$ cat src/rtl/ss_scan_pkg.sv
// Shared definitions for the seven-segment scan decoder: glyph constants,
// the capture state encoding and the segment-to-hex decode function.
package ss_scan_pkg;

  // Active-high segment patterns, bit0 = a ... bit6 = g
  localparam logic [6:0] SEG_0 = 7'h3F;
  localparam logic [6:0] SEG_1 = 7'h06;
  localparam logic [6:0] SEG_2 = 7'h5B;
  localparam logic [6:0] SEG_3 = 7'h4F;
  localparam logic [6:0] SEG_4 = 7'h66;
  localparam logic [6:0] SEG_5 = 7'h6D;
  localparam logic [6:0] SEG_6 = 7'h7D;
  localparam logic [6:0] SEG_7 = 7'h07;
  localparam logic [6:0] SEG_8 = 7'h7F;
  localparam logic [6:0] SEG_9 = 7'h6F;
  localparam logic [6:0] SEG_A = 7'h77;
  localparam logic [6:0] SEG_B = 7'h7C;
  localparam logic [6:0] SEG_C = 7'h39;
  localparam logic [6:0] SEG_D = 7'h5E;
  localparam logic [6:0] SEG_E = 7'h79;
  localparam logic [6:0] SEG_F = 7'h71;

  typedef enum logic [1:0] {
    IDLE    = 2'd0,
    SETTLE  = 2'd1,
    CAPTURE = 2'd2,
    HOLD    = 2'd3
  } state_e;

  // Returns {err, nibble}; anything that is not one of the 16 glyphs
  // (blank included) decodes to nibble 0 with err set.
  function automatic logic [4:0] seg_to_hex(input logic [6:0] seg);
    logic [4:0] res;
    case (seg)
      SEG_0:   res = 5'h00;
      SEG_1:   res = 5'h01;
      SEG_2:   res = 5'h02;
      SEG_3:   res = 5'h03;
      SEG_4:   res = 5'h04;
      SEG_5:   res = 5'h05;
      SEG_6:   res = 5'h06;
      SEG_7:   res = 5'h07;
      SEG_8:   res = 5'h08;
      SEG_9:   res = 5'h09;
      SEG_A:   res = 5'h0A;
      SEG_B:   res = 5'h0B;
      SEG_C:   res = 5'h0C;
      SEG_D:   res = 5'h0D;
      SEG_E:   res = 5'h0E;
      SEG_F:   res = 5'h0F;
      default: res = 5'h10;
    endcase
    return res;
  endfunction

endpackage

$ cat src/rtl/ss_sync2.sv
// Two-flop synchroniser for a bus of asynchronous level inputs.
module ss_sync2 #(
  parameter int unsigned WIDTH = 1
) (
  input  logic             clk,
  input  logic             rst_n,
  input  logic [WIDTH-1:0] d_i,
  output logic [WIDTH-1:0] q_o
);

  logic [WIDTH-1:0] meta_q;
  logic [WIDTH-1:0] sync_q;

  // Two back-to-back flops give metastability a full cycle to resolve
  always_ff @(posedge clk or negedge rst_n) begin
    if (!rst_n) begin
      meta_q <= '0;
      sync_q <= '0;
    end else begin
      meta_q <= d_i;
      sync_q <= meta_q;
    end
  end

  assign q_o = sync_q;

endmodule

$ cat src/rtl/ss_scan_decoder.sv
// Recovers the hex digits shown on a multiplexed seven-segment display by
// watching its anode and segment lines, and publishes whole frames.
module ss_scan_decoder
  import ss_scan_pkg::*;
#(
  parameter int unsigned NUM_DIGITS     = 4,
  parameter int unsigned STABLE_CYCLES  = 16,
  parameter bit          SEG_ACTIVE_LOW = 1'b1,
  parameter bit          AN_ACTIVE_LOW  = 1'b1
) (
  input  logic                    clk,
  input  logic                    rst_n,
  input  logic [NUM_DIGITS-1:0]   an_i,
  input  logic [6:0]              seg_i,
  output logic [4*NUM_DIGITS-1:0] digits_o,
  output logic [NUM_DIGITS-1:0]   digit_err_o,
  output logic                    frame_valid_o,
  output logic                    multi_an_err_o
);

  localparam int unsigned SIGW   = NUM_DIGITS + 7;
  localparam logic [7:0]  STABLE = 8'(STABLE_CYCLES);

  logic [NUM_DIGITS-1:0]   anSync;
  logic [6:0]              segSync;
  logic [NUM_DIGITS-1:0]   curAn;
  logic [6:0]              curSeg;
  logic [SIGW-1:0]         curSig;
  logic [SIGW-1:0]         prevSig_q;
  logic [NUM_DIGITS-1:0]   prevAn;
  logic                    changed;
  logic [3:0]              anCount;
  logic                    curOneHot;
  logic [7:0]              cnt_q, cnt_d;
  logic                    windowDone;
  state_e                  state_q, state_d;
  logic                    captureEn;
  logic [4:0]              decoded;
  logic [NUM_DIGITS-1:0]   mask_q, mask_d;
  logic                    maskFull;
  logic [4*NUM_DIGITS-1:0] shadowDigits_q, shadowDigits_d;
  logic [NUM_DIGITS-1:0]   shadowErr_q, shadowErr_d;
  logic [4*NUM_DIGITS-1:0] digits_q;
  logic [NUM_DIGITS-1:0]   digitErr_q;
  logic                    frameValid_q;
  logic                    multiAn_q;

  ss_sync2 #(.WIDTH(NUM_DIGITS)) uSyncAn (
    .clk   (clk),
    .rst_n (rst_n),
    .d_i   (an_i),
    .q_o   (anSync)
  );

  ss_sync2 #(.WIDTH(7)) uSyncSeg (
    .clk   (clk),
    .rst_n (rst_n),
    .d_i   (seg_i),
    .q_o   (segSync)
  );

  // Normalise polarity so that selected/lit always reads as 1
  assign curAn     = AN_ACTIVE_LOW  ? ~anSync  : anSync;
  assign curSeg    = SEG_ACTIVE_LOW ? ~segSync : segSync;
  assign curSig    = {curAn, curSeg};
  assign changed   = (curSig != prevSig_q);
  assign prevAn    = prevSig_q[SIGW-1:7];
  assign curOneHot = (anCount == 4'd1);

  // Count selected anodes to tell idle, single-digit and multi-hot apart
  always_comb begin
    anCount = '0;
    for (int d = 0; d < NUM_DIGITS; d++) begin
      anCount = anCount + {3'b000, curAn[d]};
    end
  end

  // Stability counter: restart on any change, otherwise count up and saturate
  always_comb begin
    cnt_d = cnt_q;
    if (changed) begin
      cnt_d = '0;
    end else if (cnt_q < STABLE) begin
      cnt_d = cnt_q + 8'd1;
    end
  end

  // A window completes on the single cycle the counter steps onto STABLE
  assign windowDone = !changed && (cnt_q == STABLE - 8'd1);

  // Capture sequencing; CAPTURE also watches for a change so none is missed
  always_comb begin
    state_d = state_q;
    case (state_q)
      IDLE: begin
        if (curOneHot) state_d = SETTLE;
      end
      SETTLE: begin
        if (!curOneHot) begin
          state_d = IDLE;
        end else if (!changed && cnt_q == STABLE) begin
          state_d = CAPTURE;
        end
      end
      CAPTURE: begin
        if (changed) begin
          state_d = curOneHot ? SETTLE : IDLE;
        end else begin
          state_d = HOLD;
        end
      end
      HOLD: begin
        if (changed) state_d = curOneHot ? SETTLE : IDLE;
      end
      default: state_d = IDLE;
    endcase
  end

  // prevSig_q still holds the settled pattern while in CAPTURE
  assign captureEn = (state_q == CAPTURE);
  assign decoded   = seg_to_hex(prevSig_q[6:0]);
  assign maskFull  = &mask_q;

  // Shadow slot of the active digit takes the latest decoded glyph
  always_comb begin
    shadowDigits_d = shadowDigits_q;
    shadowErr_d    = shadowErr_q;
    if (captureEn) begin
      for (int d = 0; d < NUM_DIGITS; d++) begin
        if (prevAn[d]) begin
          shadowDigits_d[4*d +: 4] = decoded[3:0];
          shadowErr_d[d]           = decoded[4];
        end
      end
    end
  end

  // Mask clears when a frame goes out and collects newly captured digits
  always_comb begin
    mask_d = maskFull ? '0 : mask_q;
    if (captureEn) mask_d = mask_d | prevAn;
  end

  // All state and output registers
  always_ff @(posedge clk or negedge rst_n) begin
    if (!rst_n) begin
      prevSig_q      <= '0;
      cnt_q          <= '0;
      state_q        <= IDLE;
      mask_q         <= '0;
      shadowDigits_q <= '0;
      shadowErr_q    <= '0;
      digits_q       <= '0;
      digitErr_q     <= '0;
      frameValid_q   <= 1'b0;
      multiAn_q      <= 1'b0;
    end else begin
      prevSig_q      <= curSig;
      cnt_q          <= cnt_d;
      state_q        <= state_d;
      mask_q         <= mask_d;
      shadowDigits_q <= shadowDigits_d;
      shadowErr_q    <= shadowErr_d;
      frameValid_q   <= maskFull;
      multiAn_q      <= windowDone && (anCount > 4'd1);
      if (maskFull) begin
        digits_q   <= shadowDigits_q;
        digitErr_q <= shadowErr_q;
      end
    end
  end

  assign digits_o       = digits_q;
  assign digit_err_o    = digitErr_q;
  assign frame_valid_o  = frameValid_q;
  assign multi_an_err_o = multiAn_q;

endmodule

$ cat config.mk
export PLATFORM = sky130hd
export DESIGN_NAME = ss_scan_decoder
export DESIGN_NICKNAME = d
export VERILOG_FILES = /design/src/rtl/ss_scan_pkg.sv /design/src/rtl/ss_sync2.sv /design/src/rtl/ss_scan_decoder.sv
export SDC_FILE = /design/constraint.sdc
export NUM_CORES = 1
export LEC_CHECK = 0
export ABC_AREA = 1
export CORE_UTILIZATION = 61
export CTS_CLUSTER_SIZE = 25
export DETAILED_ROUTE_END_ITERATION = 16
export PLACE_DENSITY = 0.95
export SLEW_MARGIN = 40
export SYNTH_ARGS = -nofsm -noshare
export SYNTH_HDL_FRONTEND = slang
export SYNTH_HIERARCHICAL = 1
export SYNTH_SLANG_ARGS = --single-unit
$ cat constraint.sdc
create_clock -name clk -period 6 [get_ports clk]
set_input_delay 1.2 -clock clk [delete_from_list [all_inputs] [get_ports clk]]
set_output_delay 1.2 -clock clk [all_outputs]
set_load 0.1 [all_outputs]
-- Word level (Yosys, flattened, before mapping)
Index checks and enable logic that the tools add are counted.
- flip-flop bits (word level): 89
- input bits: 13
- logic and storage cells: 79
- add/sub/neg operators: 4
- $lt $le $gt $ge: 2
- equality and inequality tests: 26
- mux-type cells: 12
- bitwise logic cells: 3
- reductions and logical operators: 12
- operator list (kind ; number):
    $eq A7 B7 Y1 const B ; 12
    $pmux W5 S16 ; 1
    $mux W8 ; 2
    $eq A7 B3 Y1 const B ; 2
    $eq A7 B6 Y1 const B ; 2
    $ne A11 B11 Y1 ; 1
    $mux W2 ; 5
    $add A8 B1 Y8 const B ; 1
    $eq A8 B4 Y1 const B ; 1
    $eq A8 B5 Y1 const B ; 1
    $lt A8 B5 Y1 const B ; 1
    $mux W4 ; 2
    $pmux W2 S4 ; 1
    $reduce_and A2 Y1 ; 4
    $not A7 Y7 ; 1
    $add A3 B1 Y4 ; 1
    $eq A2 B2 Y1 const B ; 2
    $eq A4 B1 Y1 const B ; 1
    $gt A4 B1 Y1 const B ; 1
    $ne A2 B2 Y1 const B ; 2
    $not A4 Y4 ; 1
    $or A4 B4 Y4 ; 1
    $reduce_and A4 Y1 ; 1
    $add A2 B1 Y3 ; 1
    other kinds (9) ; 11

-- Logic depth before layout (Yosys ltp)
- depth in word-level cells: 8
- gate-level depth with buffers: 12
- gate-level depth less buffers: 12

-- Cells and area by module
The synthesis kept the hierarchy.
- modules (own cells, without submodules) (module ; times used ; cells each ; area an instance (um2) ; sequential area each (um2)):
    ss_scan_decoder ; 1 ; 349 ; 3099.2 ; 1676.6
    ss_sync2 at uSyncSeg ; 1 ; 14 ; 350.3 ; 350.3
    ss_sync2 at uSyncAn ; 1 ; 8 ; 200.2 ; 200.2

-- Least setup slack after synthesis
No wires, ideal clock.
- path kind: register to register
- start point: register uSyncAn.sync_q[0], in the netlist uSyncAn/q_o[0]
- end point: register state_q[1]
- data arrival time: 2.068 ns
- slack: 3.867 ns
- cell stages (with the launch flop): 12
- cell sequence: dfrtp_1 > fa_1 > inv_1 > ha_1 > inv_1 > ha_1 > nor2_1 > nand2_1 > nor3_1 > o21bai_2 > nand3_1 > nand2_1
- word-level cells in the longest chain between the ends: 7
- RTL lines (element ; line ; text):
    from (decl) ; ss_sync2.sv:12 ; logic [WIDTH-1:0] sync_q;
    from (signal assigned) ; ss_sync2.sv:21 ; sync_q <= meta_q;
    $not A4 Y4 * ; ss_scan_decoder.sv:63 ; assign curAn = AN_ACTIVE_LOW ? ~anSync : anSync;
    $add A1 B1 Y2 ; ss_scan_decoder.sv:74 ; anCount = anCount + {3'b000, curAn[d]};
    $add A2 B1 Y3 ; ss_scan_decoder.sv:74 ;
    $add A3 B1 Y4 ; ss_scan_decoder.sv:74 ;
    $eq A4 B1 Y1 ; ss_scan_decoder.sv:68 ; assign curOneHot = (anCount == 4'd1);
    $mux W2 (tied with other cells) ; ss_scan_decoder.sv:99 ; if (!curOneHot) begin
    $pmux W2 S4 / $reduce_and A3 Y1 (equally long branches) ; - ;
    to (signal assigned) ; ss_scan_decoder.sv:160 ; state_q <= state_d;
    to (decl) ; ss_scan_decoder.sv:36 ; state_e state_q, state_d;
Every way passes the cells marked *; elsewhere a longest branch is shown, timed or not.
A chain may end at the register's enable or synchronous reset.

-- Worst setup path in the final report
Same ends and word-level chain as after synthesis.

==> impl_results.md <==
- Outcome: finished, final reports clean
- Total of flip-flops plus latches after synthesis: 89
- Post-layout utilization of the core: 0.7359
- Final cell count without fillers: 489
- Number of placed I/O pins: 35
- Clock transition at path regs: 80 ps
- Net switching component of the power: 611.5 uW
- Most frequent cells in the layout: 90 x sky130_fd_sc_hd__nand2_1, 89 x sky130_fd_sc_hd__dfrtp_1, 55 x sky130_fd_sc_hd__inv_1
- Most crowded layer after global routing: met2
- Max Slew Vio Count: 0
- Share of power burned in combinational logic: 0.287
- Critical path's largest stage delay: 550 ps
- Worst min path class: reg -> reg
- Number of nets produced by synthesis: 390
- Cell-internal power: 1005 uW
- Filler Cell Count: 376
- Vias in the first global route: 2549
- PostCTS Resize Cnt: 0
- Startpoint type of the worst setup path: flip-flop
- PwrDens: 389.3 nW/um^2
- Average vias per placed instance: 5.282
- Number of buffers inserted for hold repair after clock tree synthesis: 0
- Peak Freq: 422.4 MHz
- Worst IR Drop VDD: 295.7 uV
- DRC violations left: 0
- CTS tree: yes
- Placer's final routability congestion estimate: 0.9490
- GR met3 Demand/Resource: 0.04483
- Row Count: 27
- Number of inserted diodes: 0
- Post-Place Cell Area: 3943 um^2
- Die area: 6296 um^2
- Relative area change from synthesis to final layout: 13.75%
- Distinct cell type count after synthesis: 31
- Register-to-Register Setup Slack: 3630 ps
- Share of flip-flops with an asynchronous set or reset after synthesis: 1.000
- Count of final hold-check violations: 0
- Level count of the clock H-tree: 3
- Crit path cell chain: fa_1 -> inv_1 -> ha_1 -> inv_1 -> ha_1 -> nor2_1 -> nand2_1 -> nor3_1 -> o21bai_2 -> nand3_1 -> nand2_1
- Synth warn: 6
- Hpwl dp: 4.401 mm
- Number of synthesized flops with an enable pin: 0
- Effective utilization at floorplan: 0.6469
- LEAKAGE: 0.002176 uW
- Count of input and output buffers: 34
- Horizontal extent of the die: 79.35 um
- Switching portion of total power: 0.3784
- Sum of negative setup slack: 0 ps
- Average routed wire per standard cell: 12.77 um
- Max Fanout on Critical Path: 4
- Synth Flop Type: sky130_fd_sc_hd__dfrtp_1
- Final cell area excluding filler cells: 4151 um^2
- Clock power frac: 0.254
- Core area: 5642 um^2
- RSZ-0062 raised after global routing: no
- Data arrival time of the worst path: 2660 ps
- Slowest CP cell: sky130_fd_sc_hd__fa_1
- Transition time at the pin with the least slew margin: 672.3 ps
- Period Utilization, post-route: 0.3946
- Post-Route WL: 6.243 mm
- Layout cell share with drive strength beyond 1: 0.1535
- Sort of element at the end of the critical path: flip-flop
- Remaining global-route overflow: 0
- Post-CTS setup buffer count: 0
- Overall via count from detail_route: 2583
- Final-stage net count: 431
- Met2 demand-to-capacity share in global routing: 0.4078
- Path type of the worst setup path: reg -> reg
- Number of nets with antenna violations after detailed routing: 0
- Root Buffer: sky130_fd_sc_hd__clkbuf_8
- Number of clock sinks: 89
- Initial antenna violation count: 0
- Post-placement cell count: 473
- Share of total power in sequential cells: 0.459
- DRC violation total after the first TritonRoute iteration: 225
- Storage element area: 2227 um^2
- Overall Global Routing Usage: 0.2332
- Rel. slew slack: 0.5518
- Average size of a mapped cell: 9.838 um^2
- Die outline height: 79.35 um
- Final worst clock skew: 11.37 ps
- Wire length of the first global-routing pass: 11.14 mm
- Number of endpoints failing setup at the final stage: 0
- Clock latency of the later-clocked register in the worst-skew pair: 350 ps
- Total area of multi-input combinational cells: 1176 um^2
- GR met1 Demand/Resource: 0.2786
- Min Tclk post-route: 2367 ps
- Pin count of the biggest net entering global routing: 90
- CTS max path bufs: 2
- Max capacitance violation total: 0
- TritonCTS Buffers: 9
- Detailed-router iteration count before antenna repair: 7
- Leading cell type in the layout, fill and taps excluded: sky130_fd_sc_hd__nand2_1
- Synthesized netlist cell count: 371
- Sequential area share after synthesis: 0.6102
- Req. time, crit path: 6290 ps
- Summed instance area of the synthesized netlist: 3650 um^2
-- final timing paths --
check	from	end	cells after the start
max	uSyncAn/q_o[0]	state_q[1]	11
max reg2reg	uSyncAn/q_o[0]	state_q[1]	11
min	uSyncSeg/meta_q[1]	uSyncSeg/q_o[1]	0
max in group asynchronous	rst_n	uSyncSeg/q_o[6]	1
min in group asynchronous	rst_n	shadowDigits_q[9]	1
min reg2reg	uSyncSeg/meta_q[1]	uSyncSeg/q_o[1]	0
-- metal layers --
| layer | wire length [um] | vias up |
|---|---|---|
| met5 | 0 | - |
| met3 | 201 | 13 |
| met1 | 2759 | 1255 |
| met4 | 120 | 0 |
| li1 | - | 1247 |
| met2 | 3162 | 68 |
-- synthesized netlist by cell type, types with 2 or more instances --
master	n	area, um^2
sky130_fd_sc_hd__nand2_1	90	337.8
sky130_fd_sc_hd__dfrtp_1	89	2227
sky130_fd_sc_hd__inv_1	55	206.5
sky130_fd_sc_hd__nor2_1	39	146.4
sky130_fd_sc_hd__o21ai_0	15	75.07
sky130_fd_sc_hd__mux2_2	14	157.7
sky130_fd_sc_hd__a21oi_1	11	55.05
sky130_fd_sc_hd__nor3_1	10	50.05
sky130_fd_sc_hd__nand4_1	8	50.05
sky130_fd_sc_hd__nand3_1	6	30.03
sky130_fd_sc_hd__ha_1	5	62.56
sky130_fd_sc_hd__nor2_2	3	18.77
sky130_fd_sc_hd__nor3b_1	3	22.52
sky130_fd_sc_hd__o21ai_1	3	15.01
sky130_fd_sc_hd__buf_2	2	10.01
sky130_fd_sc_hd__buf_6	2	22.52
sky130_fd_sc_hd__xnor2_1	2	17.52
-- worst max-delay path, delay by kind of cell (launching register included) --
kind | cells | cell delay [ps]
AND/OR/NAND/NOR | 5 | 640
adder cells (fa/ha/maj) | 3 | 960
AO/OA/AOI/OAI | 1 | 180
buffers and inverters | 2 | 100
flip-flops | 1 | 430
-- cell families after synthesis --
logic type / count (synthesis) / share of synthesized area
buffers and inverters: 61 / 0.06753
muxes: 14 / 0.04319
AOI/OAI and AO/OA: 34 / 0.05279
xor gates and xnor gates: 3 / 0.007200
and+or+nand+nor: 164 / 0.1964
DFF: 89 / 0.6102
adders and majority gates: 6 / 0.02263
-- stage by stage --
stage / hold slack (ps) / worst slack, ps / power (uW)
6_report: 350.6 / 3633 / 1616
2_1_floorplan: 331.2 / 3867 / 1120
3_5_place_dp: 335.5 / 3683 / 1217
3_3_place_gp: 331.7 / 3353 / 1227
5_1_grt: 360.7 / 3475 / 1698
4_1_cts: 353.1 / 3638 / 1625
-- sequential cells by signal, summed over array words and instances, names as in the netlist, 2 cells and up --
name             count
prevSig_q           11
digit_err_o          4
digits_o            16
uSyncAn/q_o          4
shadowErr_q          4
shadowDigits_q      16
uSyncSeg/q_o         7
mask_q               4
uSyncSeg/meta_q      7
state_q              2
uSyncAn/meta_q       4
cnt_q                8
-- cell type report --
class,count,share of cell area
clock buffers,12,0.03737
multi-input cells,221,0.2833
clock inverters,4,0.01236
repair buffers,35,0.05817
inverters,56,0.05063
flip-flops and latches,89,0.5365
well taps,72,0.02170
-- power groups by stage --
stage                     sequential [uW]  combinational [uW]  clock, uW
after CTS                             741                 465        418
after global placement                746                 481          0
after global routing                  752                 500        446
final                                 742                 464        411
after detailed placement              753                 464          0
after floorplan                       981                 139          0
Note: power is estimated with default switching activity, not from simulation.
